### src/rtl/result_display_unit.sv
// -----------------------------------------------------------------------------
// result_display_unit
//
// Captures the 32-bit datapath result and shows it one byte at a time on four
// active-low 7-segment displays. The user steps through bytes 0..3 with the
// enter button. Layout while showing:
//   disp3 = byte index, disp2 = 'r', disp1 = high nibble, disp0 = low nibble.
//
// Optional feature: define AUTOSCROLL_EN to advance the byte automatically
// every SCROLL_CYCLES clocks. Without it the counter logic is absent.
//
// Ports
//   clk          in   1   system clock, all state on posedge
//   reset        in   1   asynchronous, active-low reset
//   enter        in   1   raw button level, asynchronous to clk
//   dataR        in   32  result word from datapath
//   dataR_valid  in   1   1-cycle strobe: capture dataR
//   byte_sel     out  2   index of the byte currently displayed
//   showing      out  1   high while in SHOW
//   viewed_all   out  1   1-cycle pulse when stepping past byte 3
//   disp3..disp0 out  7   segments {g,f,e,d,c,b,a}, active-low; disp3 leftmost
// -----------------------------------------------------------------------------
module result_display_unit #(
   parameter int SCROLL_CYCLES = 50_000_000,
   parameter int CNT_W         = 32
) (
   input  logic        clk,
   input  logic        reset,
   input  logic        enter,
   input  logic [31:0] dataR,
   input  logic        dataR_valid,
   output logic [1:0]  byte_sel,
   output logic        showing,
   output logic        viewed_all,
   output logic [6:0]  disp3,
   output logic [6:0]  disp2,
   output logic [6:0]  disp1,
   output logic [6:0]  disp0
);

   typedef enum logic {IDLE, SHOW} state_t;

   state_t      state_q, state_d;
   logic [31:0] shadow_q;
   logic        enter_p0, enter_p1, enter_p2;
   logic        step;
   logic        advance;

   function automatic logic [6:0] hex7(input logic [3:0] v);
      case (v)
         4'h0: hex7 = 7'h40;
         4'h1: hex7 = 7'h79;
         4'h2: hex7 = 7'h24;
         4'h3: hex7 = 7'h30;
         4'h4: hex7 = 7'h19;
         4'h5: hex7 = 7'h12;
         4'h6: hex7 = 7'h02;
         4'h7: hex7 = 7'h78;
         4'h8: hex7 = 7'h00;
         4'h9: hex7 = 7'h10;
         4'hA: hex7 = 7'h08;
         4'hB: hex7 = 7'h03;
         4'hC: hex7 = 7'h46;
         4'hD: hex7 = 7'h21;
         4'hE: hex7 = 7'h06;
         default: hex7 = 7'h0E;
      endcase
   endfunction

   // --- enter synchronizer (p0, p1) and edge-detect delay (p2) ---
   always_ff @(posedge clk or negedge reset) begin
      if (!reset) begin
         enter_p0 <= 1'b0;
         enter_p1 <= 1'b0;
         enter_p2 <= 1'b0;
      end else begin
         enter_p0 <= enter;
         enter_p1 <= enter_p0;
         enter_p2 <= enter_p1;
      end
   end

   assign step = enter_p1 & ~enter_p2;

`ifdef AUTOSCROLL_EN
   logic [CNT_W-1:0] cnt_q;
   logic             auto_adv;

   assign auto_adv = (state_q == SHOW) && (cnt_q == CNT_W'(SCROLL_CYCLES - 1));

   // Any advance (manual or automatic) restarts the interval; IDLE pins it at 0.
   always_ff @(posedge clk or negedge reset) begin
      if (!reset) begin
         cnt_q <= '0;
      end else if (dataR_valid || (state_q != SHOW) || step || auto_adv) begin
         cnt_q <= '0;
      end else begin
         cnt_q <= cnt_q + 1'b1;
      end
   end

   // A load in the same cycle overrides any advance.
   assign advance = (state_q == SHOW) && !dataR_valid && (step || auto_adv);
`else
   logic unused_cfg;
   assign unused_cfg = ^{SCROLL_CYCLES[0], CNT_W[0]};

   assign advance = (state_q == SHOW) && !dataR_valid && step;
`endif

   always_comb begin
      state_d = state_q;
      if (dataR_valid) begin
         state_d = SHOW;
      end
   end

   // --- control and shadow registers ---
   always_ff @(posedge clk or negedge reset) begin
      if (!reset) begin
         state_q    <= IDLE;
         shadow_q   <= '0;
         byte_sel   <= 2'd0;
         viewed_all <= 1'b0;
      end else begin
         state_q    <= state_d;
         viewed_all <= advance && (byte_sel == 2'd3);
         if (dataR_valid) begin
            shadow_q <= dataR;
            byte_sel <= 2'd0;
         end else if (advance) begin
            byte_sel <= byte_sel + 2'd1;
         end
      end
   end

   assign showing = (state_q == SHOW);

   // --- display decode (combinational from registered state) ---
   always_comb begin
      disp3 = 7'h7F;
      disp2 = 7'h7F;
      disp1 = 7'h7F;
      disp0 = 7'h7F;
      if (state_q == SHOW) begin
         disp3 = hex7({2'b00, byte_sel});
         disp2 = 7'h2F;
         disp1 = hex7(shadow_q[{byte_sel, 3'b100} +: 4]);
         disp0 = hex7(shadow_q[{byte_sel, 3'b000} +: 4]);
      end
   end

endmodule

### config.mk
export PLATFORM = sky130hd
export DESIGN_NAME = result_display_unit
export DESIGN_NICKNAME = d
export VERILOG_FILES = /design/src/rtl/result_display_unit.sv
export SDC_FILE = /design/constraint.sdc
export NUM_CORES = 1
export LEC_CHECK = 0
export BUFFER_PORTS_ARGS = -buffer_cell sky130_fd_sc_hd__buf_2
export CAP_MARGIN = 40
export CORE_MARGIN = 3
export CORE_UTILIZATION = 31
export CTS_BUF_LIST = sky130_fd_sc_hd__clkbuf_4 sky130_fd_sc_hd__clkbuf_8 sky130_fd_sc_hd__clkbuf_16
export DETAILED_ROUTE_END_ITERATION = 12
export GPL_ROUTABILITY_DRIVEN = 0
export GPL_TIMING_DRIVEN = 1
export SETUP_SLACK_MARGIN = 0.2
export SYNTH_ARGS = -nofsm -noshare
export SYNTH_HDL_FRONTEND = slang
export SYNTH_SLANG_ARGS = --single-unit
### constraint.sdc
create_clock -name clk -period 3.3 [get_ports clk]
set_clock_uncertainty 0.2 [all_clocks]
set_input_delay 0.495 -clock clk [delete_from_list [all_inputs] [get_ports clk]]
set_output_delay 0.495 -clock clk [all_outputs]
set_load 0.05 [all_outputs]
Word level (Yosys, flattened, before mapping)
Memories as Yosys holds them, arrays and structs flattened.
Cells that the tools add are included.
{"block": "op_classes", "eq_ne": 3, "shift": 2, "n_mux": 7, "n_addsub": 1, "n_reduce_logical": 6, "bitwise_logic": 2}
{"operator": "$shiftx A32 B6 Y4", "n": 2}
{"operator": "$mux W7", "n": 4}
{"operator": "$pmux W7 S4", "n": 1}
{"operator": "$eq A2 B2 Y1 const B", "n": 2}
{"operator": "$mux W2", "n": 2}
{"operator": "$logic_and A1 B1 Y1", "n": 3}
{"operator": "$add A2 B1 Y2 const B", "n": 1}
{"operator": "$eq A2 B1 Y1 const B", "n": 1}
{"operator": "$logic_not A2 Y1", "n": 1}
{"operator": "$reduce_bool A2 Y1", "n": 1}
{"operator": "$and A1 B1 Y1", "n": 1}
{"operator": "$logic_not A1 Y1", "n": 1}
{"operator": "$not A1 Y1", "n": 1}
{"block": "totals", "mem_bits_ro": 224, "n_memories": 2, "ff_bits": 39}
{"memory": "(no name shown)", "words": 16, "word_bits": 7, "rd": 1, "rd_clocked_by_memory_dff": 0, "wr": 0, "line": "50", "source": "case (v)"}
{"memory": "(no name shown)", "words": 16, "word_bits": 7, "rd": 1, "rd_clocked_by_memory_dff": 0, "wr": 0, "line": "50"}

Longest topological paths before layout
{"block": "depth", "ltp_word": 5, "depth_mapped": 7}

Worst setup path before layout
OpenSTA, ideal clock, no wires.
{"block": "synth_path", "kind": "reg-to-output", "from": "register byte_sel[0]", "to": "output port disp1[1]", "path_slack_ns": -0.478, "path_stages_with_launch": 8, "t_required_ns": 2.605, "arrival_time_ns": 3.083, "path_cell_list": "dfrtp_1 > buf_6 > mux4_2 > inv_1 > ha_1 > inv_1 > mux2_2 > o21ai_0"}
{"block": "synth_via", "elab_chain_cells": 3}
{"element": "from (decl)", "line": "32", "source": "output logic [1:0] byte_sel,"}
{"element": "from (signal assigned)", "line": "132", "source": "byte_sel <= byte_sel + 2'd1;"}
{"element": "$shiftx A32 B6 Y4", "line": "148", "source": "disp1 = hex7(shadow_q[{byte_sel, 3'b100} +: 4]);"}
{"element": "$mem_v2 Z16 W7"}
{"element": "$mux W7", "line": "145", "source": "if (state_q == SHOW) begin"}
{"element": "to (decl)", "line": "37", "source": "output logic [6:0] disp1,"}
No other way between the ends.

Final worst setup path
{"block": "layout_path", "from": "register byte_sel[0]", "to": "output port disp1[3]"}
Same word-level chain as after synthesis.

==> results.toml <==
[sta]
period_share = 0.918
relSlewSlack = 0.479
period_minus_slack_ps = 3030
slew_violations = 0
hold_viol = 0
worstMarginPinSlew_ps = 782
max_freq_mhz = 330
tns_ps = 0
setup_viol = 0
rsz0062_at_grt = "true"

[clocking]
insertion_delay_ps = 290
clk_path_buf_depth = 2
htreeDepth = 2
clockRootBuffer = "clkbuf_8"
path_clk_slew_ps = 80
clock_sinks = 39
cts_tree = "built"
numCtsBuffers = 5

[power]
leakage_uw = 0.00145
power.density_nw_per_um2 = 568
vdd_drop_max_uv = 237

[global_routing]
track_usage = 0.117
grt_pass1_vias = 1629
grt_first_pass_wirelength_mm = 8.05
grt_start_max_net_pins = 37
antenna_found_initial = 0
grt.overflow.total = 0

[finish]
area_delta_synth_final_pct = 33.4
final_common_cell = "buf_2"
final_nets = 308
fin_cells = 356
final_cell_area_um2 = 3110
num-fill-cells = 716
multi_input_area_um2 = 1340
ff_latch_area_um2 = 981
drive_gt1_frac = 0.591
antennaDiodeCount = 0
mostFrequentLayoutCells = "53 x buf_2, 37 x dfrtp_1, 35 x mux2_2"

[synth]
avgSynthCellArea_um2 = 12.4
ys.flop_type = "dfrtp_1"
synth_top_family_by_area = "multiplexers"
synth_compound_area_frac = 0.0617
synth.distinct_cells = 34
synth-simple-area-share = 0.0579
netlist_instances = 188
ys_seq_area_frac = 0.418
synthAdderAreaFrac = 0.0858
yosysWarnings = 0
synth-edff-count = 0
ys_async_sr_fraction = 1.00
synthMuxAreaShare = 0.295
ys_seq_elements = 39
netlist_area_um2 = 2330
synthXorXnorAreaFrac = 0.00751

[worst_hold_path]
hold_path_startpoint = "enter"
hold_depth = 1
hold_end = "enter_p0$_DFF_PN0_"
hold_path.class = "in2reg"

[route]
drt_pre_antenna_iters = 5
routed_wl_mm = 5.14
vias = 1707
antenna_left = 0
vias_per_cell = 4.79
drc = 0
post_drt_wl_per_cell_um = 14.4
met2RoutedLength_mm = 2.24
drtIter0Drc = 48
drt-met1-wl_mm = 2.56
dr_wl_met3_um = 277
highest_layer = "met4"

[critical_path]
critical_path.endpoint_type = "output pin"
timing.rr.end = "byte_sel[1]$_DFFE_PN0P_"
r2r_slack_ps = 1710
reg2reg_depth = 5
cp-start-kind = "flop"
r2r-start = "byte_sel[0]$_DFFE_PN0P_"
critPathRequiredTime_ps = 2600
critPathArrivalTime_ps = 2330
setup.worst_path.class = "reg2out"
cp_max_fo = 8

[place]
dpl_cell_area_um2 = 2770
post-place-cells = 335
port_buffers = 62
hpwl_mm = 3.68

[status]
outcome = "finished clean"

[floorplan]
start_util = 0.320
row_count = 31
core_area_um2 = 7290
die-height_um = 92.8
dieArea_um2 = 8600
die_x_um = 92.8
io_pins = 68

[job]
drv_cap = 0
==> cell type report <==
| type | instances | area share |
|---|---|---|
| Sequential cell | 39 | 0.315 |
| Clock inverter | 2 | 0.0193 |
| Multi-Input combinational cell | 121 | 0.432 |
| Timing Repair Buffer | 76 | 0.154 |
| Tap cell | 99 | 0.0398 |
| Inverter | 13 | 0.0157 |
| Clock buffer | 6 | 0.0245 |
==> worst max-delay path by stage <==
stage	start	cells past startpoint	endpoint
2_1_floorplan	byte_sel[1]$_DFFE_PN0P_	6	disp1[6]
3_3_place_gp	byte_sel[0]$_DFFE_PN0P_	5	disp0[0]
3_5_place_dp	byte_sel[0]$_DFFE_PN0P_	5	disp0[0]
4_1_cts	byte_sel[0]$_DFFE_PN0P_	5	disp0[0]
5_1_grt	byte_sel[0]$_DFFE_PN0P_	5	disp1[3]
6_report	byte_sel[0]$_DFFE_PN0P_	5	disp1[3]
==> metrics by stage <==
step / setup WS, ps / total power [uW] / util / hold WS [ps]
floorplan: 232 / 1090 / - / -0.591
global placement: 342 / 1210 / 0.377 / 134
detailed placement: 319 / 1220 / 0.380 / 140
CTS: 186 / 1720 / 0.408 / 96.1
global route: 164 / 1850 / 0.427 / 89.2
finish: 272 / 1770 / 0.427 / 106
==> layer usage <==
| layer | global-route usage | vias to the layer above |
|---|---|---|
| li1 | - | 792 |
| met4 | 0.0366 | 0 |
| met5 | 0 | - |
| met2 | 0.181 | 56 |
| met3 | 0.0244 | 8 |
| met1 | 0.165 | 851 |
==> worst max-delay path, cell delays in order, from the launching register on <==
cell and delay [ps]:
dfrtp_4 520, mux4_2 620, ha_1 270, mux2_2 290, a2bb2oi_2 160, buf_4 190
==> synth_stat cells, types with 3 or more instances <==
library cell,count,area (um2)
buf_4,8,60.1
nor2_1,6,22.5
buf_2,5,25.0
mux4_2,8,180
mux2_2,35,394
o21ai_0,3,15.0
inv_1,12,45.0
ha_1,16,200
dfrtp_1,39,976
nand2b_1,5,31.3
o221ai_1,5,43.8
clkbuf_1,6,22.5
mux2i_1,10,100
nand2_1,5,18.8
==> sequential cells by signal, indices dropped and copies added (netlist names) <==
register    cells
viewed_all      1
enter_p1        1
showing         1
enter_p0        1
shadow_q       32
byte_sel        2
enter_p2        1
==> report_power, final <==
part	switching (uW)	internal, uW	leakage, uW	total, uW
Clock	160	310	0.0000688	470
Combinational	447	301	0.000922	747
Sequential	30.6	521	0.000456	552
Total	637	1130	0.00145	1770
==> repair_timing <==
item / in CTS / in global routing
endpoints found under the hold margin: 15 / 0
hold buffers: 1 / 0
gates resized for setup: 8 / 27
cloned: 0 / 1
setup buffers: 5 / 6
pin swaps: 0 / 4
endpoints found under the setup margin: 12 / 12
==> cell families after synthesis <==
logic type,count (synthesis)
and+or+nand+nor,25
xor gates and xnor gates,2
muxes,54
other,1
adders and majority gates,16
DFF,39
buffers and inverters,33
AOI/OAI and AO/OA,18
Power figures use the tool's default switching activity.
